[config.mk]
export PLATFORM = sky130hd
export DESIGN_NAME = transcr_ctrl
export DESIGN_NICKNAME = d
export VERILOG_FILES = /design/src/rtl/transcr_ctrl.sv
export SDC_FILE = /design/constraint.sdc
export NUM_CORES = 1
export LEC_CHECK = 0
export ABC_AREA = 0
export CELL_PAD_IN_SITES_DETAIL_PLACEMENT = 0
export CELL_PAD_IN_SITES_GLOBAL_PLACEMENT = 1
export CORE_ASPECT_RATIO = 1.25
export CORE_MARGIN = 2
export CORE_UTILIZATION = 45
export DETAILED_ROUTE_END_ITERATION = 8
export HOLD_SLACK_MARGIN = 0.06
export PLACE_DENSITY = 0.76
export SYNTH_ARGS = -nofsm -noshare
export SYNTH_HDL_FRONTEND = slang
export SYNTH_SLANG_ARGS = --single-unit
[constraint.sdc]
create_clock -name clk -period 3.6 [get_ports clk]
set_input_delay 0.54 -clock clk [delete_from_list [all_inputs] [get_ports clk]]
set_output_delay 0.54 -clock clk [all_outputs]
set_load 0.05 [all_outputs]
[src/rtl/transcr_ctrl.sv]
// ---------------------------------------------------------------------------
// transcr_ctrl
//
// Ready/valid flow controller wrapped around the free-running, fixed-latency
// Cr skin-tone transform pipeline.  Accepted pixels are tracked by a tag
// shift register (valid + sof + eol) that mirrors the pipeline latency.  Each
// result lands in an output FIFO, and the input is credit-gated so that a
// result always has a FIFO slot waiting for it.
//
// Optional feature macro: TRANSCR_CTRL_STATS_EN
//   When defined, the block adds saturating stat_pix / stat_stall counters.
//
// Ports
//   clk, rst_n           clock (rising edge), async active-low reset
//   en                   1 = accept pixels, 0 = stop accepting and drain
//   in_valid/in_ready    input handshake
//   in_cr, in_y          input samples
//   in_sof, in_eol       input sideband
//   pipe_cr, pipe_y      samples to the pipeline (combinational copies)
//   pipe_transcr         pipeline result, PIPE_LAT edges after capture
//   out_valid/out_ready  output handshake (out_valid = FIFO non-empty)
//   out_data             head result
//   out_sof, out_eol     head sideband
//   busy                 state != IDLE
//   stat_pix, stat_stall (TRANSCR_CTRL_STATS_EN only) accepted pixels,
//                        cycles with out_valid & !out_ready
// ---------------------------------------------------------------------------
module transcr_ctrl #(
    parameter int unsigned PIPE_LAT   = 6,
    parameter int unsigned OUT_W      = 8,
    parameter int unsigned FIFO_DEPTH = 16
) (
    input  logic             clk,
    input  logic             rst_n,
    input  logic             en,
    input  logic             in_valid,
    output logic             in_ready,
    input  logic [7:0]       in_cr,
    input  logic [7:0]       in_y,
    input  logic             in_sof,
    input  logic             in_eol,
    output logic [7:0]       pipe_cr,
    output logic [7:0]       pipe_y,
    input  logic [OUT_W-1:0] pipe_transcr,
    output logic             out_valid,
    input  logic             out_ready,
    output logic [OUT_W-1:0] out_data,
    output logic             out_sof,
    output logic             out_eol,
`ifdef TRANSCR_CTRL_STATS_EN
    output logic [31:0]      stat_pix,
    output logic [31:0]      stat_stall,
`endif
    output logic             busy
);

    localparam int unsigned TD = PIPE_LAT + 1;            // tag register depth
    localparam int unsigned CW = $clog2(FIFO_DEPTH + 1);  // holds 0..FIFO_DEPTH
    localparam int unsigned AW = $clog2(FIFO_DEPTH);
    localparam int unsigned EW = OUT_W + 2;               // {data, sof, eol}

    typedef enum logic [1:0] {IDLE, RUN, DRAIN} state_t;

    state_t          state;
    logic [2:0]      tag_sr [TD];    // {valid, sof, eol}
    logic [CW-1:0]   inflight;
    logic [CW-1:0]   fifo_count;
    logic [AW-1:0]   wr_ptr;
    logic [AW-1:0]   rd_ptr;
    logic [EW-1:0]   mem [FIFO_DEPTH];
    logic [CW:0]     credit_used;
    logic            accept;
    logic            wr_en;
    logic            rd_en;

    assign pipe_cr = in_cr;
    assign pipe_y  = in_y;

    // Credit covers both FIFO occupancy and results still in the pipe, so a
    // tag leaving the shift register always finds a free FIFO slot.
    assign credit_used = {1'b0, inflight} + {1'b0, fifo_count};
    assign in_ready    = (state == RUN) && (credit_used < (CW + 1)'(FIFO_DEPTH));

    assign accept    = in_valid & in_ready;
    assign wr_en     = tag_sr[TD-1][2];
    assign out_valid = (fifo_count != '0);
    assign rd_en     = out_valid & out_ready;
    assign busy      = (state != IDLE);

    assign out_data = mem[rd_ptr][EW-1:2];
    assign out_sof  = mem[rd_ptr][1];
    assign out_eol  = mem[rd_ptr][0];

    always_ff @(posedge clk or negedge rst_n) begin
        if (!rst_n) begin
            state      <= IDLE;
            inflight   <= '0;
            fifo_count <= '0;
            wr_ptr     <= '0;
            rd_ptr     <= '0;
            for (int unsigned i = 0; i < TD; i++) begin
                tag_sr[i] <= '0;
            end
            for (int unsigned i = 0; i < FIFO_DEPTH; i++) begin
                mem[i] <= '0;
            end
        end else begin
            // Tag register shifts every cycle; a bubble enters as a zero tag.
            tag_sr[0] <= accept ? {1'b1, in_sof, in_eol} : 3'b000;
            for (int unsigned i = 1; i < TD; i++) begin
                tag_sr[i] <= tag_sr[i-1];
            end

            if (accept && !wr_en) begin
                inflight <= inflight + CW'(1);
            end else if (!accept && wr_en) begin
                inflight <= inflight - CW'(1);
            end

            if (wr_en && !rd_en) begin
                fifo_count <= fifo_count + CW'(1);
            end else if (!wr_en && rd_en) begin
                fifo_count <= fifo_count - CW'(1);
            end

            if (wr_en) begin
                mem[wr_ptr] <= {pipe_transcr, tag_sr[TD-1][1], tag_sr[TD-1][0]};
                wr_ptr      <= wr_ptr + AW'(1);
            end
            if (rd_en) begin
                rd_ptr <= rd_ptr + AW'(1);
            end

            unique case (state)
                IDLE:    if (en) state <= RUN;
                RUN:     if (!en) state <= DRAIN;
                DRAIN: begin
                    if (en) begin
                        state <= RUN;
                    end else if (inflight == '0 && fifo_count == '0) begin
                        state <= IDLE;
                    end
                end
                default: state <= IDLE;
            endcase
        end
    end

`ifdef TRANSCR_CTRL_STATS_EN
    always_ff @(posedge clk or negedge rst_n) begin
        if (!rst_n) begin
            stat_pix   <= '0;
            stat_stall <= '0;
        end else if (state == IDLE && en) begin
            stat_pix   <= '0;
            stat_stall <= '0;
        end else begin
            if (accept && stat_pix != '1) begin
                stat_pix <= stat_pix + 32'd1;
            end
            if (out_valid && !out_ready && stat_stall != '1) begin
                stat_stall <= stat_stall + 32'd1;
            end
        end
    end
`endif

endmodule

==> results of run 1 <==
==> worst max-delay path: cells and delay by family (launching register included) <==
family          cells  cell delay (ps)
buf+inv             2             1090
mux                 1              550
flops               1              390
compound gates      1              280
simple gates        1              130
==> logic make-up (layout without fill, tap and decap cells) <==
logic type | count (synthesis) | in the layout
flip-flops | 201 | 201
adder cells (fa/ha/maj) | 19 | 19
AO/OA/AOI/OAI | 45 | 45
multiplexers | 205 | 205
XOR/XNOR | 12 | 12
AND/OR/NAND/NOR | 67 | 67
buffers and inverters | 53 | 74
==> layout by cell type, fill, tap and decap left out, types with 2 or more instances in the layout <==
cell type	netlist	layout
sky130_fd_sc_hd__a21o_1	3	3
sky130_fd_sc_hd__clkbuf_16	0	20
sky130_fd_sc_hd__inv_1	6	6
sky130_fd_sc_hd__o21ai_0	8	8
sky130_fd_sc_hd__o31ai_1	2	2
sky130_fd_sc_hd__buf_12	0	3
sky130_fd_sc_hd__ha_1	17	17
sky130_fd_sc_hd__nand3_1	2	2
sky130_fd_sc_hd__nor2_1	4	4
sky130_fd_sc_hd__and2_1	6	6
sky130_fd_sc_hd__mux2_2	158	158
sky130_fd_sc_hd__dfrtp_1	201	199
sky130_fd_sc_hd__mux2_1	3	3
sky130_fd_sc_hd__clkdlybuf4s50_1	0	25
sky130_fd_sc_hd__nand2_1	22	22
sky130_fd_sc_hd__nor3_1	8	8
sky130_fd_sc_hd__xnor2_1	8	8
sky130_fd_sc_hd__dfrtp_2	0	2
sky130_fd_sc_hd__xor2_1	4	4
sky130_fd_sc_hd__and3_1	2	2
sky130_fd_sc_hd__fa_1	2	2
sky130_fd_sc_hd__nor2b_1	3	3
sky130_fd_sc_hd__clkbuf_1	17	2
sky130_fd_sc_hd__buf_4	22	6
sky130_fd_sc_hd__a2111oi_0	2	2
sky130_fd_sc_hd__a22oi_1	20	20
sky130_fd_sc_hd__clkbuf_8	0	7
sky130_fd_sc_hd__a21oi_1	5	5
sky130_fd_sc_hd__mux2_4	2	2
sky130_fd_sc_hd__and4_1	2	2
sky130_fd_sc_hd__mux4_2	40	40
sky130_fd_sc_hd__mux2i_1	2	2
sky130_fd_sc_hd__nand2_2	12	12
==> layout make-up <==
| type | count | area, um^2 | area share (%) |
|---|---|---|---|
| clock buffers | 28 | 591 | 5.78 |
| clock inverters | 4 | 60.1 | 0.588 |
| inverters | 6 | 22.5 | 0.220 |
| well taps | 270 | 338 | 3.31 |
| flip-flops and latches | 201 | 5030 | 49.2 |
| multi-input cells | 348 | 3790 | 37.1 |
| repair buffers | 36 | 382 | 3.73 |
==> flip-flops by register name, summed over array words and instances (netlist names) <==
register,cells
state,2
fifo_count,5
mem,160
inflight,5
wr_ptr,4
rd_ptr,4
tag_sr,21
==> path summary, 6_finish.rpt <==
kind | cells past startpoint | from | to
setup reg to reg | 11 | inflight[1] | inflight[4]
max in group asynchronous | 2 | rst_n | mem[156]
hold reg to reg | 0 | tag_sr[6] | tag_sr[3]
hold / removal | 1 | rst_n | inflight[0]
min in group clk | 0 | tag_sr[6] | tag_sr[3]
setup / recovery | 5 | rd_ptr[0] | out_data[4]
==> power breakdown <==
group / internal [mW] / switching [mW]
clock network: 1.21 / 0.847
registers: 2.58 / 0.257
logic: 1.14 / 1.39
==> layer usage <==
layer	global-route usage [%]	up-vias	wire, um
li1	-	2216	-
met1	24.2	2658	8320
met2	33.1	95	9840
met3	2.92	24	661
met4	5.34	0	365
met5	0	-	0
==> timing repair <==
item / in CTS / in global routing
endpoints found under the hold margin: 0 / 0
gates resized for setup: 0 / 1
hold buffers: 0 / 0
setup endpoints to repair: 0 / 1
==> out/summary.txt, run 1 <==
Class of the tightest hold or removal check = in2async
Post-synthesis mux area share = 30.3%
Most common library cells after synthesis = sky130_fd_sc_hd__dfrtp_1 (201), sky130_fd_sc_hd__mux2_2 (158), sky130_fd_sc_hd__mux4_2 (40)
Starting DRC count in detailed routing = 219
Fraction of the mapped netlist area in compound gates = 3.41%
Async set or reset register ratio after synthesis = 100%
Total routing resource utilization after global routing = 18.8%
Setup WS post-layout = 140 ps
Port buffer count = 27
Time the final worst path needs with I/O delays and setup = 3460 ps
Die Area = 21400 um^2
Detailed-placement wirelength estimate = 12.3 mm
Post-synthesis xor/xnor area fraction = 1.15%
Synthesized net count = 652
Clock tree buffer depth = 3
Fraction of final layout cells sized beyond drive strength 1 = 41.6%
Antenna violations before repair = 0
Simple logic cell fraction of the synthesized area = 3.96%
Synth Flop Type = sky130_fd_sc_hd__dfrtp_1
Sum of internal, switching and leakage power = 7.43 mW
Average instance area after synthesis = 15.2 um^2
Setup TNS = 0 ps
Num rows = 58
Die W = 131 um
Via density per instance = 5.59
Worst rel slew slack = 50.4%
Total inserted antenna cells = 0
Number of buffers inserted during clock tree synthesis = 20
Portion of the post-synthesis area used by sequential elements = 55.1%
Area share of fa/ha/maj cells after synthesis = 2.77%
Placer congestion estimate = 0.807
Sequence of cells on the critical path = buf_4 -> mux4_2 -> a22oi_1 -> nand2_1 -> clkdlybuf4s50_1
Crit-path max FO = 17
Max-cap violations = 0
CP Launch Type = flip-flop
Count of placed standard cells in the final layout, fillers left out = 893
Global-route wire length before repair = 31.4 mm
Clock Pin Slew Worst Setup and Hold Paths = 60 ps
Critical Path Sink Type = output pin
Worst-case clock skew = 12.5 ps
CP max-delay cell = sky130_fd_sc_hd__clkdlybuf4s50_1
CTS tree = done
Worst-margin pin slew = 744 ps
Final routed DRC violation total = 0
Placement-stage worst setup slack = 417 ps
Cell count after synthesis = 602
Top cells by area, synth = sky130_fd_sc_hd__dfrtp_1 (55%), sky130_fd_sc_hd__mux2_2 (19%), sky130_fd_sc_hd__mux4_2 (9.9%)
Number of nets with antenna violations after routing = 0
Total grt overflow = 0
Status = complete, no violations
Sum of routed wire length over all layers = 19.2 mm
Y dimension of the die = 163 um
Number of global-route vias before repair = 5627
Unique masters post-synth = 42
PD cells = 727 nW/um^2
Dominant cell type by area after synthesis = sky130_fd_sc_hd__dfrtp_1
Worst reg2reg setup slack = 430 ps
Static Leakage = 4.50 nW
Source-to-sink clock delay at the later pin of the worst-skew pair = 500 ps
Delay of the slowest cell on the worst path = 730 ps
Via count = 4993
Share of the core filled with cells in the final layout = 51.0%
Count of nets after finishing = 663
Initial standard-cell utilization of the core = 45.6%
Cell area after layout = 10200 um^2
Final max-slew violation count = 0
Most instantiated library cell after synthesis = sky130_fd_sc_hd__dfrtp_1
Post-DP Area = 9570 um^2
Unrepaired setup endpoints after global routing = false
Number of setup violations in the final report = 0
Number of warning messages in the yosys log = 0
Type of the worst setup path = reg2out
Placed cell count = 861
Sink count of the clock tree = 201
Highest ir drop seen on vdd = 0.422 mV
Maximum clock frequency = 289 MHz
Fraction of synthesized cell area taken by the top area cell type = 55.1%
Area growth, synth to finish = 12.0%
Number of enable flip-flop cells after synthesis = 0
Ratio of final minimum period to clock period = 96.1%
Clk root buf = sky130_fd_sc_hd__clkbuf_16
Worst Path Required = 3060 ps
Worst hold slack = 59.0 ps
Arrival time at the worst endpoint = 2920 ps
Post-CTS setup buffer count = 0
Combinational family with the most area after synthesis = multiplexers
Filler Cells Inserted = 1744
Cell Area, Synth = 9130 um^2
Count of boundary I/O pins = 60
Area of the core region = 20000 um^2
Routed length per instance = 21.5 um
Flip-flop and latch count after synthesis = 201
Final Hold Viols = 0
Maximum number of pins on one net before global-route repair = 87
Count of TritonRoute iterations in the first routing pass = 4
H-tree levels = 1
Note: power is estimated with default switching activity, not from simulation.
==> inputs of run 2 (changes only) <==
--- a/config.mk
+++ b/config.mk
@@ -11,9 +11,11 @@
 export CORE_ASPECT_RATIO = 1.25
 export CORE_MARGIN = 2
 export CORE_UTILIZATION = 45
+export CTS_BUF_LIST = sky130_fd_sc_hd__clkbuf_8 sky130_fd_sc_hd__clkbuf_16
 export DETAILED_ROUTE_END_ITERATION = 8
 export HOLD_SLACK_MARGIN = 0.06
 export PLACE_DENSITY = 0.76
 export SYNTH_ARGS = -nofsm -noshare
 export SYNTH_HDL_FRONTEND = slang
 export SYNTH_SLANG_ARGS = --single-unit
+export TNS_END_PERCENT = 10
==> run 2 against run 1 <==
  * Final cell count is the same
  * Largest cell class unchanged
  * Global-route usage is the same
  * Register-to-register slack is essentially flat
  * Fmax is essentially flat
  * Clock skew is essentially flat
  * Sequential share of layout area is the same
  * Sequential power is essentially flat
  * Routed wire length is essentially flat
  * Clock power is essentially flat
  * Via count is essentially flat
==> out/summary.txt, run 2 (synthesis gave the netlist of run 1 again) <==
Status = complete, no violations
Die W = 131 um
Via density per instance = 5.59
Final Hold Viols = 0
Area of the core region = 20000 um^2
H-tree levels = 1
Routed length per instance = 21.5 um
Class of the tightest hold or removal check = in2async
Number of setup violations in the final report = 0
Count of placed standard cells in the final layout, fillers left out = 893
Ratio of final minimum period to clock period = 96.1%
Num rows = 58
Count of boundary I/O pins = 60
Setup TNS = 0 ps
Total routing resource utilization after global routing = 18.8%
Sum of routed wire length over all layers = 19.2 mm
Leading cell types in the layout, fill and taps excluded = sky130_fd_sc_hd__dfrtp_1 (199), sky130_fd_sc_hd__mux2_2 (158), sky130_fd_sc_hd__mux4_2 (40), sky130_fd_sc_hd__clkdlybuf4s50_1 (25), sky130_fd_sc_hd__nand2_1 (22)
Count of TritonRoute iterations in the first routing pass = 4
Via count = 4990
Max FFs per register = 160
Unrepaired setup endpoints after global routing = false
Worst reg2reg path endpoint = inflight[4]
Sum of internal, switching and leakage power = 7.42 mW
Maximum number of pins on one net before global-route repair = 87
Total grt overflow = 0
Crit-path max FO = 17
Y dimension of the die = 163 um
Delay of the slowest cell on the worst path = 730 ps
Total inserted antenna cells = 0
Initial standard-cell utilization of the core = 45.6%
Critical Path Sink Type = output pin
Source-to-sink clock delay at the later pin of the worst-skew pair = 500 ps
Worst-margin pin slew = 742 ps
Worst rel slew slack = 50.5%
CTS tree = done
Largest registers = mem x160, tag_sr x21
Final max-slew violation count = 0
Die Area = 21400 um^2
CP max-delay cell = sky130_fd_sc_hd__clkdlybuf4s50_1
Worst Path Required = 3060 ps
Clk root buf = sky130_fd_sc_hd__clkbuf_16
CP Launch Type = flip-flop
Antenna violations before repair = 0
Sink count of the clock tree = 201
PD cells = 726 nW/um^2
Number of buffers inserted during clock tree synthesis = 20
Maximum clock frequency = 289 MHz
Placer congestion estimate = 0.807
Final routed DRC violation total = 0
Type of the worst setup path = reg2out
Time the final worst path needs with I/O delays and setup = 3460 ps
Port buffer count = 27
Starting DRC count in detailed routing = 219
Setup WS post-layout = 140 ps
Number of global-route vias before repair = 5627
Sequence of cells on the critical path = buf_4 -> mux4_2 -> a22oi_1 -> nand2_1 -> clkdlybuf4s50_1
Placement-stage worst setup slack = 417 ps
Placed cell count = 861
Number of nets with antenna violations after routing = 0
Source of the worst register-to-register timing path = inflight[1]
Most flop-heavy register = mem
R2R depth = 11
Global-route wire length before repair = 31.4 mm
Post-CTS setup buffer count = 0
Max-cap violations = 0
Area growth, synth to finish = 12.0%
Detailed-placement wirelength estimate = 12.3 mm
Worst reg2reg setup slack = 430 ps
Clock tree buffer depth = 3
Clock Pin Slew Worst Setup and Hold Paths = 60 ps
Highest ir drop seen on vdd = 0.422 mV
Commonest non-fill, non-tap cell in the layout = sky130_fd_sc_hd__dfrtp_1
Static Leakage = 4.51 nW
Worst-case clock skew = 12.6 ps
Arrival time at the worst endpoint = 2920 ps
Count of nets after finishing = 663
Fraction of final layout cells sized beyond drive strength 1 = 41.6%
-- run 2: power breakdown --
part           internal [mW]  switching, mW  leakage (nW)
Clock                   1.21          0.848         0.329
Combinational           1.14           1.38          1.65
Sequential              2.58          0.258          2.53
-- run 2: worst max-delay path by stage --
stage / cells past startpoint / end / startpoint
final: 5 / out_data[4] / rd_ptr[0]
after CTS: 5 / out_data[4] / rd_ptr[0]
after floorplan: 11 / inflight[4] / inflight[1]
after global routing: 5 / out_data[4] / rd_ptr[0]
after global placement: 11 / inflight[4] / inflight[1]
after detailed placement: 11 / inflight[4] / inflight[1]
-- run 2: layer usage --
metal	track usage, %	part of all wire (%)	routed length (um)	vias to the layer above
met2	33.1	51	9840	94
met4	5.34	1.9	365	0
met1	24.2	43	8330	2656
met5	0	0	0	-
met3	2.92	3.4	658	24
li1	-	-	-	2216
-- run 2: final cells by class --
cell class	instances	area, um^2
clock buffers	26	583
clock inverters	6	67.6
fillers	1744	9810
inverters	6	22.5
multi-input cells	348	3790
flip-flops and latches	201	5030
well taps	270	338
repair buffers	36	382
-- run 2: repair_timing --
item                                    CTS  global route
hold buffers                              0             0
resized for setup                         0             1
endpoints found under the setup margin    0             1
-- run 2: per-stage QoR --
step	hold WS, ps	area, um^2	util [%]
after CTS	110	10200	51.0
after detailed placement	335	9570	47.8
after global routing	145	10200	51.0
final	58.3	10200	51.0
after global placement	332	9570	47.8
after floorplan	244	9130	-
-- run 2: critical path, delay by kind of cell (launching register included) --
kind,cells,cell delay [ps]
buffers and inverters,2,1090
AOI/OAI and AO/OA,1,280
DFF,1,390
muxes,1,550
and+or+nand+nor,1,130
==> inputs of run 3 (changes only) <==
--- a/config.mk
+++ b/config.mk
@@ -10,11 +10,12 @@
 export CELL_PAD_IN_SITES_GLOBAL_PLACEMENT = 1
 export CORE_ASPECT_RATIO = 1.25
 export CORE_MARGIN = 2
-export CORE_UTILIZATION = 45
+export CORE_UTILIZATION = 25
 export CTS_BUF_LIST = sky130_fd_sc_hd__clkbuf_8 sky130_fd_sc_hd__clkbuf_16
 export DETAILED_ROUTE_END_ITERATION = 8
 export HOLD_SLACK_MARGIN = 0.06
-export PLACE_DENSITY = 0.76
+export PLACE_DENSITY = 0.49
+export RECOVER_POWER = 50
 export SYNTH_ARGS = -nofsm -noshare
 export SYNTH_HDL_FRONTEND = slang
 export SYNTH_SLANG_ARGS = --single-unit
==> run 3 against run 2 <==
  * The flow now finishes with violations (capacitance limit, slew limit)
  * Non-clock buffer count up 1
  * Count of clock-buffer cells in the layout did not move
  * Sequential share of layout area is 1.7 points lower
  * Sequential cell count is the same
  * Critical path depth unchanged
  * Cell area is 3.7% higher
  * Sequential power is essentially flat
  * Critical path type unchanged
==> out/summary.txt, run 3 (synthesis gave the netlist of run 1 again) <==
Initial standard-cell utilization of the core = 25.3%
Via count = 5021
Global-route wire length before repair = 35.2 mm
Number of buffers inserted during clock tree synthesis = 23
Leading cell types in the layout, fill and taps excluded = sky130_fd_sc_hd__dfrtp_1 (199), sky130_fd_sc_hd__mux2_2 (158), sky130_fd_sc_hd__mux4_2 (40), sky130_fd_sc_hd__clkdlybuf4s50_1 (25), sky130_fd_sc_hd__clkbuf_16 (23)
Max FFs per register = 160
H-tree levels = 1
Time the final worst path needs with I/O delays and setup = 3400 ps
Maximum clock frequency = 294 MHz
Routed length per instance = 20.2 um
Post-CTS setup buffer count = 0
Highest ir drop seen on vdd = 0.304 mV
Total inserted antenna cells = 0
Placer congestion estimate = 0.686
Static Leakage = 4.55 nW
Critical Path Sink Type = output pin
CTS tree = done
Total grt overflow = 0
Area of the core region = 36100 um^2
Final routed DRC violation total = 0
Worst-margin pin slew = 2600 ps
Class of the tightest hold or removal check = reg2reg
Total routing resource utilization after global routing = 12.2%
Sum of routed wire length over all layers = 22.5 mm
Die W = 175 um
Crit-path max FO = 16
PD cells = 731 nW/um^2
Count of boundary I/O pins = 60
Filler Cells Inserted = 3675
Type of the worst setup path = reg2out
Maximum number of pins on one net before global-route repair = 102
Placed cell count = 1072
Area growth, synth to finish = 16.1%
Unrepaired setup endpoints after global routing = false
Most flop-heavy register = mem
Commonest non-fill, non-tap cell in the layout = sky130_fd_sc_hd__dfrtp_1
Ratio of final minimum period to clock period = 94.3%
Num rows = 78
Arrival time at the worst endpoint = 2860 ps
Worst-case clock skew = 19.0 ps
Antenna violations before repair = 0
Final max-slew violation count = 101
Status = finished with violations
Detailed-placement wirelength estimate = 13.7 mm
Via density per instance = 4.51
Worst rel slew slack = -73.3%
Sink count of the clock tree = 201
Number of global-route vias before repair = 5732
Setup TNS = 0 ps
Count of placed standard cells in the final layout, fillers left out = 1113
Starting DRC count in detailed routing = 240
Number of setup violations in the final report = 0
Count of TritonRoute iterations in the first routing pass = 4
CP Launch Type = flip-flop
Fraction of final layout cells sized beyond drive strength 1 = 42.2%
Max-cap violations = 1
Source-to-sink clock delay at the later pin of the worst-skew pair = 510 ps
Sum of internal, switching and leakage power = 7.75 mW
Violated checks = capacitance limit, slew limit
Clk root buf = sky130_fd_sc_hd__clkbuf_16
Port buffer count = 27
Y dimension of the die = 218 um
Die Area = 38100 um^2
Clock Pin Slew Worst Setup and Hold Paths = 60 ps
Largest registers = mem x160, tag_sr x21
Count of nets after finishing = 667
Worst Path Required = 3060 ps
Final Hold Viols = 0
Number of nets with antenna violations after routing = 0
Clock tree buffer depth = 3
-- run 3: final timing paths --
| kind | startpoint | slack, ps | depth (start not counted) | end |
|---|---|---|---|---|
| worst min register to register | tag_sr[7] | 340 | 0 | tag_sr[4] |
| worst max-delay path | rd_ptr[0] | 200 | 5 | out_sof |
| max in group asynchronous | rst_n | 790 | 2 | mem[22] |
| worst max register to register | inflight[1] | 390 | 11 | inflight[4] |
| worst min-delay path | tag_sr[7] | 340 | 0 | tag_sr[4] |
| min in group asynchronous | rst_n | 830 | 1 | mem[15] |
-- run 3: critical path, stage by stage, from the launching register on --
cell                              delay (ps)
sky130_fd_sc_hd__dfrtp_2                 390
sky130_fd_sc_hd__buf_4                   330
sky130_fd_sc_hd__mux4_2                  560
sky130_fd_sc_hd__a22oi_1                 260
sky130_fd_sc_hd__nand2_1                  90
sky130_fd_sc_hd__clkdlybuf4s50_1         710
-- run 3: final cells by class --
type / count / area [um^2] / area share, %
clock buffers: 26 / 617 / 5.82
clock inverters: 15 / 148 / 1.39
inverters: 6 / 22.5 / 0.213
multi-input cells: 348 / 3790 / 35.8
flip-flops and latches: 201 / 5030 / 47.5
well taps: 480 / 601 / 5.67
repair buffers: 37 / 378 / 3.57
-- run 3: power by group --
group | switching [mW] | internal [mW] | leakage [nW]
Combinational | 1.38 | 1.15 | 1.64
Clock | 0.955 | 1.38 | 0.384
Sequential | 0.293 | 2.58 | 2.53
Total | 2.63 | 5.12 | 4.55
-- run 3: what timing repair did --
action | in CTS | in global routing
resized for setup | 0 | 1
hold buffers | 0 | 0
endpoints found under the setup margin | 0 | 1
hold endpoints to repair | 0 | 0
-- run 3: per-stage QoR --
step | hold WS (ps) | instance area [um^2] | util, % | worst slack (ps)
CTS | 164 | 10600 | 29.4 | 32.3
global placement | 333 | 9850 | 27.3 | 383
global route | 359 | 10600 | 29.3 | 31.7
floorplan | 244 | 9130 | - | 764
detailed placement | 335 | 9850 | 27.3 | 362
finish | 343 | 10600 | 29.3 | 204
-- run 3: routing by layer --
| layer | part of all wire [%] | track usage (%) |
|---|---|---|
| met3 | 3.1 | 1.76 |
| met2 | 54 | 22.6 |
| met5 | 0 | 0 |
| met4 | 2.6 | 4.17 |
| met1 | 40 | 14.4 |
